**config.mk**
```make
export PLATFORM = sky130hd
export DESIGN_NAME = regfile_wb_sequencer
export DESIGN_NICKNAME = d
export VERILOG_FILES = /design/src/rtl/regfile_wb_sequencer.sv
export SDC_FILE = /design/constraint.sdc
export NUM_CORES = 1
export LEC_CHECK = 0
export CAP_MARGIN = 0
export CORE_ASPECT_RATIO = 0.75
export CORE_MARGIN = 2
export CORE_UTILIZATION = 50
export CTS_BUF_LIST = sky130_fd_sc_hd__clkbuf_8
export CTS_CLUSTER_DIAMETER = 80
export CTS_CLUSTER_SIZE = 25
export DETAILED_ROUTE_END_ITERATION = 16
export PLACE_DENSITY_LB_ADDON = 0.08
export SLEW_MARGIN = 10
export SYNTH_ARGS = -nofsm -noshare
export SYNTH_HDL_FRONTEND = slang
export SYNTH_SLANG_ARGS = --single-unit
export TNS_END_PERCENT = 5
```
**constraint.sdc**
```tcl
create_clock -name clk -period 3.5 [get_ports clk]
set_clock_uncertainty 0.2 [all_clocks]
set_input_delay 0.875 -clock clk [delete_from_list [all_inputs] [get_ports clk]]
set_output_delay 0.875 -clock clk [all_outputs]
set_load 0.05 [all_outputs]
```
**src/rtl/regfile_wb_sequencer.sv**
```systemverilog
// regfile_wb_sequencer
//   Writeback scheduler for the Y86 SEQ register file. Takes one writeback
//   request per instruction and serialises its two possible writes onto the
//   single register-file write port. The E write (valE) goes first and the
//   M write (valM) follows. The block also flags read-after-write hazards
//   for decode and supports a halt/drain sequence.
//
// Ports
//   clk        : system clock, rising edge
//   reset      : synchronous, active-low reset
//   wb_valid   : writeback request valid
//   wb_ready   : a request can be accepted this cycle
//   dstE/valE  : ALU-result destination and value
//   dstM/valM  : memory-result destination and value
//   halt       : processor halted; stop accepting requests (sticky)
//   rf_wr_en   : register-file write enable
//   rf_wr_num  : register-file write address
//   rf_wr_val  : register-file write data
//   srcA/srcB  : decode read-port register numbers
//   raw_stall  : decode must stall on a pending write to srcA/srcB
//   busy       : a write sequence is in progress
//   drained    : halted and nothing left to write
//   wr_count   : committed-write counter, saturating
module regfile_wb_sequencer #(
  parameter int                DATA_W = 64,
  parameter int                REG_W  = 4,
  parameter logic [REG_W-1:0]  RNONE  = {REG_W{1'b1}}
) (
  input  logic              clk,
  input  logic              reset,
  input  logic              wb_valid,
  output logic              wb_ready,
  input  logic [REG_W-1:0]  dstE,
  input  logic [DATA_W-1:0] valE,
  input  logic [REG_W-1:0]  dstM,
  input  logic [DATA_W-1:0] valM,
  input  logic              halt,
  output logic              rf_wr_en,
  output logic [REG_W-1:0]  rf_wr_num,
  output logic [DATA_W-1:0] rf_wr_val,
  input  logic [REG_W-1:0]  srcA,
  input  logic [REG_W-1:0]  srcB,
  output logic              raw_stall,
  output logic              busy,
  output logic              drained,
  output logic [15:0]       wr_count
);

  typedef enum logic [1:0] {
    IDLE = 2'd0,
    WR_E = 2'd1,
    WR_M = 2'd2
  } state_t;

  state_t            state;
  state_t            state_n;
  state_t            first_st;
  logic [REG_W-1:0]  dste_q;
  logic [REG_W-1:0]  dstm_q;
  logic [DATA_W-1:0] vale_q;
  logic [DATA_W-1:0] valm_q;
  logic              halt_q;
  logic              final_wr;
  logic              accept;
  logic              pend_e;
  logic              pend_m;

  // The last write of the current request: a new request may be accepted
  // here and start in the very next cycle without a bubble.
  assign final_wr = (state == WR_M) || ((state == WR_E) && (dstm_q == RNONE));
  assign wb_ready = !halt_q && ((state == IDLE) || final_wr);
  assign accept   = wb_valid && wb_ready;
  assign busy     = (state != IDLE);
  assign drained  = halt_q && (state == IDLE);

  // First state of an incoming request; a request with no destinations is
  // consumed without producing any write.
  assign first_st = (dstE != RNONE) ? WR_E :
                    (dstM != RNONE) ? WR_M : IDLE;

  // Write port decodes only state and latched values, so nothing on the
  // request inputs can reach the register file in the same cycle.
  // NOTE: every always_comb output gets a default first; a branch that
  // leaves one unassigned would otherwise infer a latch.
  always_comb begin
    rf_wr_en  = 1'b0;
    rf_wr_num = RNONE;
    rf_wr_val = '0;
    state_n   = IDLE;
    unique case (state)
      IDLE: begin
        state_n = accept ? first_st : IDLE;
      end
      WR_E: begin
        rf_wr_en  = 1'b1;
        rf_wr_num = dste_q;
        rf_wr_val = vale_q;
        if (dstm_q != RNONE) state_n = WR_M;
        else                 state_n = accept ? first_st : IDLE;
      end
      WR_M: begin
        rf_wr_en  = 1'b1;
        rf_wr_num = dstm_q;
        rf_wr_val = valm_q;
        state_n   = accept ? first_st : IDLE;
      end
      default: state_n = IDLE;
    endcase
  end

  // A write is still pending for a register until the cycle that commits it
  // has ended. RNONE is never a hazard.
  assign pend_e = (state == WR_E) && (dste_q != RNONE);
  assign pend_m = ((state == WR_E) || (state == WR_M)) && (dstm_q != RNONE);

  always_comb begin
    raw_stall = 1'b0;
    if (srcA != RNONE &&
        ((pend_e && srcA == dste_q) || (pend_m && srcA == dstm_q)))
      raw_stall = 1'b1;
    if (srcB != RNONE &&
        ((pend_e && srcB == dste_q) || (pend_m && srcB == dstm_q)))
      raw_stall = 1'b1;
  end

  // NOTE: state is updated with non-blocking assignments only, so every
  // register here samples the pre-edge values of the others.
  always_ff @(posedge clk) begin
    if (!reset) begin
      // NOTE: the request latches are reset as well; a reset that lands
      // mid-sequence must discard pending writes instead of leaving stale
      // addresses behind for the hazard compare.
      state    <= IDLE;
      dste_q   <= RNONE;
      dstm_q   <= RNONE;
      vale_q   <= '0;
      valm_q   <= '0;
      halt_q   <= 1'b0;
      wr_count <= '0;
    end else begin
      state <= state_n;
      if (halt) halt_q <= 1'b1;
      if (rf_wr_en && wr_count != 16'hFFFF) wr_count <= wr_count + 16'd1;
      if (accept) begin
        dste_q <= dstE;
        vale_q <= valE;
        dstm_q <= dstM;
        valm_q <= valM;
      end
    end
  end

endmodule
```
==> impl_metrics.csv <==
group,metric,value,unit
synth,async_flop_share,0,%
detailed_routing,drtAntennaViolNets,0,
cts,cts_root_buf,"clkbuf_8",
place,finalWeightedCongestion,0.820,
synth,yosysSeqAreaShare,41.4,%
cells_and_area,final_common_cell,"nand2_1",
sta,relSlewSlack,41.9,%
run,maxCapViolCount,0,
floorplan,num_rows,38,
sta,post-route-min-period,3.47,ns
place,io_buffers,236,
cells_and_area,area_growth,38.8,%
sta,hold_viol,0,
worst_setup_path,cp.required,2.42,ns
synth,synthMuxAreaShare,17.2,%
detailed_routing,firstDrtPassIters,5,
cells_and_area,fin_cells,1299,
sta,worst_pin_slew,0.865,ns
cts,clock_latency,0.46,ns
synth,yosys.area_share.simple,21.2,%
power,ir_drop,284,uV
cells_and_area,nNetsFinal,1240,
synth,ys_ff_latch,155,
sta,fmax,288,MHz
cells_and_area,diodes,0,
synth,netlist_instances,891,
worst_setup_path,worst-path-max-fanout,2,
cts,postCtsSetupRepairBufs,0,
run_status,outcome,"finished, final reports clean",
synth,synth.largest_area_cell,"dfxtp_1",
detailed_routing,drc,0,
synth,synth_edf_count,0,
floorplan,die_height,110,um
cts,cts_sinks,155,
floorplan,fp.dieW,145,um
cts,cts_buffers,17,
synth,yosysWarnings,0,
worst_setup_path,crit_start,"srcB[2]",
global_routing,grt_overflow,0,
cts,cts_hold_buf,0,
synth,synth_nets,1044,
worst_setup_path,cp-end-kind,"output pin",
synth,synth.top_cell.area_share,41.4,%
synth,synth_ff_type,"dfxtp_1",
cts,cts.path.max_buffers,2,
floorplan,dieArea,0.0160,mm2
synth,synth_compound_area_share,11.6,%
cts,htree_levels,4,
worst_setup_path,crit_type,"primary input to output pin",
sta,period_share,99.1,%
place,hpwl,13.4,mm
cells_and_area,post-route-util,71.4,%
synth,synth_area_leaders,"dfxtp_1, mux2i_1, nand2_1, a22oi_1, nor2_1",
cells_and_area,drive_gt1_share,11.8,%
sta,drv_slew,0,
sta,hold_ws,0.256,ns
worst_setup_path,worstPathArrival,2.39,ns
cells_and_area,fill_cells,1210,
power,p_leak,4.02,nW
global_routing,grt_max_degree,104,
cts,path_clk_slew,0.08,ns
sta,finalSetupTns,0,ns
worst_setup_path,worstSetupStartpointType,"primary input",
floorplan,core-area,0.0145,mm2
cts,cts_tree,"built",
synth,synth_cell_type_count,43,
power,power_density,429,mW/mm2
global_routing,grt_pass1_vias,6334,
sta,rsz0062_at_grt,"no",
synth,synthXorXnorAreaFrac,1.87,%
floorplan,initial_core_util,51.5,%
global_routing,antenna_found_initial,0,
synth,synth_area,0.00749,mm2
global_routing,gr-usage-all-layers,24.5,%
synth,syn_avg_cell_area,8.41,um2
detailed_routing,wl,19.7,mm
global_routing,grt_pass1_wl,31.6,mm
synth,synth_top_family_by_area,"simple AND/OR/NAND/NOR gates",
hold_path,worstHoldStart,"valm_q[6]",
hold_path,hold_path.class,"flip-flop to flip-flop",
worst_setup_path,worstReg2RegStart,"wr_count[1]",
detailed_routing,dr.first_iter.drc_count,474,
floorplan,boundaryPins,237,
place,place_inst,1268,
sta,setup_viol,0,
detailed_routing,avgRoutedWirePerCell,15.2,um
detailed_routing,vias,6916,
cells_and_area,most-common-layout-cells,"nand2_1, clkdlybuf4s50_1, dfxtp_1",
detailed_routing,viasPerCell,5.32,
synth,synth_fa_ha_area_share,0.835,%
==> state kept, by name, indices dropped and copies added (netlist names) <==
register,flops
vale_q,64
valm_q,64
wr_count,16
dste_q,4
dstm_q,4
state,2
halt_q,1
==> worst paths after layout <==
kind | to | slack (ns) | depth (start not counted)
max reg2reg | wr_count[7] | 1.05 | 5
min reg2reg | valm_q[6] | 0.26 | 2
min | valm_q[6] | 0.26 | 2
max | raw_stall | 0.03 | 6
==> worst max-delay path, cell delays in order <==
cell	delay, ns
clkdlybuf4s50_1	0.45
xor2_1	0.17
nor4_2	0.31
a41oi_1	0.09
o32ai_2	0.31
buf_12	0.18
==> cells by family after synthesis <==
kind of cell	count (synthesis)
compound gates	120
xor+xnor	16
fa+ha+maj	5
buf+inv	87
flops	155
mux	129
simple gates	379
==> synthesized netlist by cell type, types with 9 or more instances <==
cell,count
a21oi_1,13
a22oi_1,64
buf_6,14
clkbuf_1,51
dfxtp_1,155
inv_1,13
mux2i_1,129
nand2_1,266
nor2_1,70
o21ai_0,10
o31ai_1,9
==> cell type report <==
class	count	area (um2)	area share, %
Clock inverter	12	268	2.58
Tap cell	200	250	2.41
Sequential cell	155	3100	29.9
Inverter	15	56.3	0.542
Clock buffer	19	262	2.52
Multi-Input combinational cell	649	3980	38.3
Timing Repair Buffer	249	2480	23.8
==> power by group <==
part	switching, mW	internal, mW
Sequential	0.0730	1.88
Combinational	0.371	0.374
Clock	0.670	1.10
Total	1.11	3.35
==> per-stage QoR <==
| step | total power [mW] | setup WS [ns] | area (um2) |
|---|---|---|---|
| 2_1_floorplan | 2.43 | 0.217 | 7500 |
| 3_3_place_gp | 2.72 | 0.0720 | 9860 |
| 3_5_place_dp | 2.73 | 0.0437 | 9860 |
| 4_1_cts | 4.50 | 0.0253 | 10400 |
| 5_1_grt | 4.65 | 0.00654 | 10400 |
| 6_report | 4.46 | 0.0332 | 10400 |
==> what timing repair did <==
| action | 4_1_cts | 5_1_grt |
|---|---|---|
| hold endpoints to repair | 0 | 0 |
| endpoints found under the setup margin | 0 | 1 |
| resized for setup | 0 | 1 |
==> metal layers <==
metal	wire, um	GRT usage [%]	part of all wire (%)
met1	8910	32.1	45
met2	9030	38.6	46
met3	1520	8.11	7.7
met4	282	7.91	1.4
met5	0	0	0
Power figures use the tool's default switching activity.
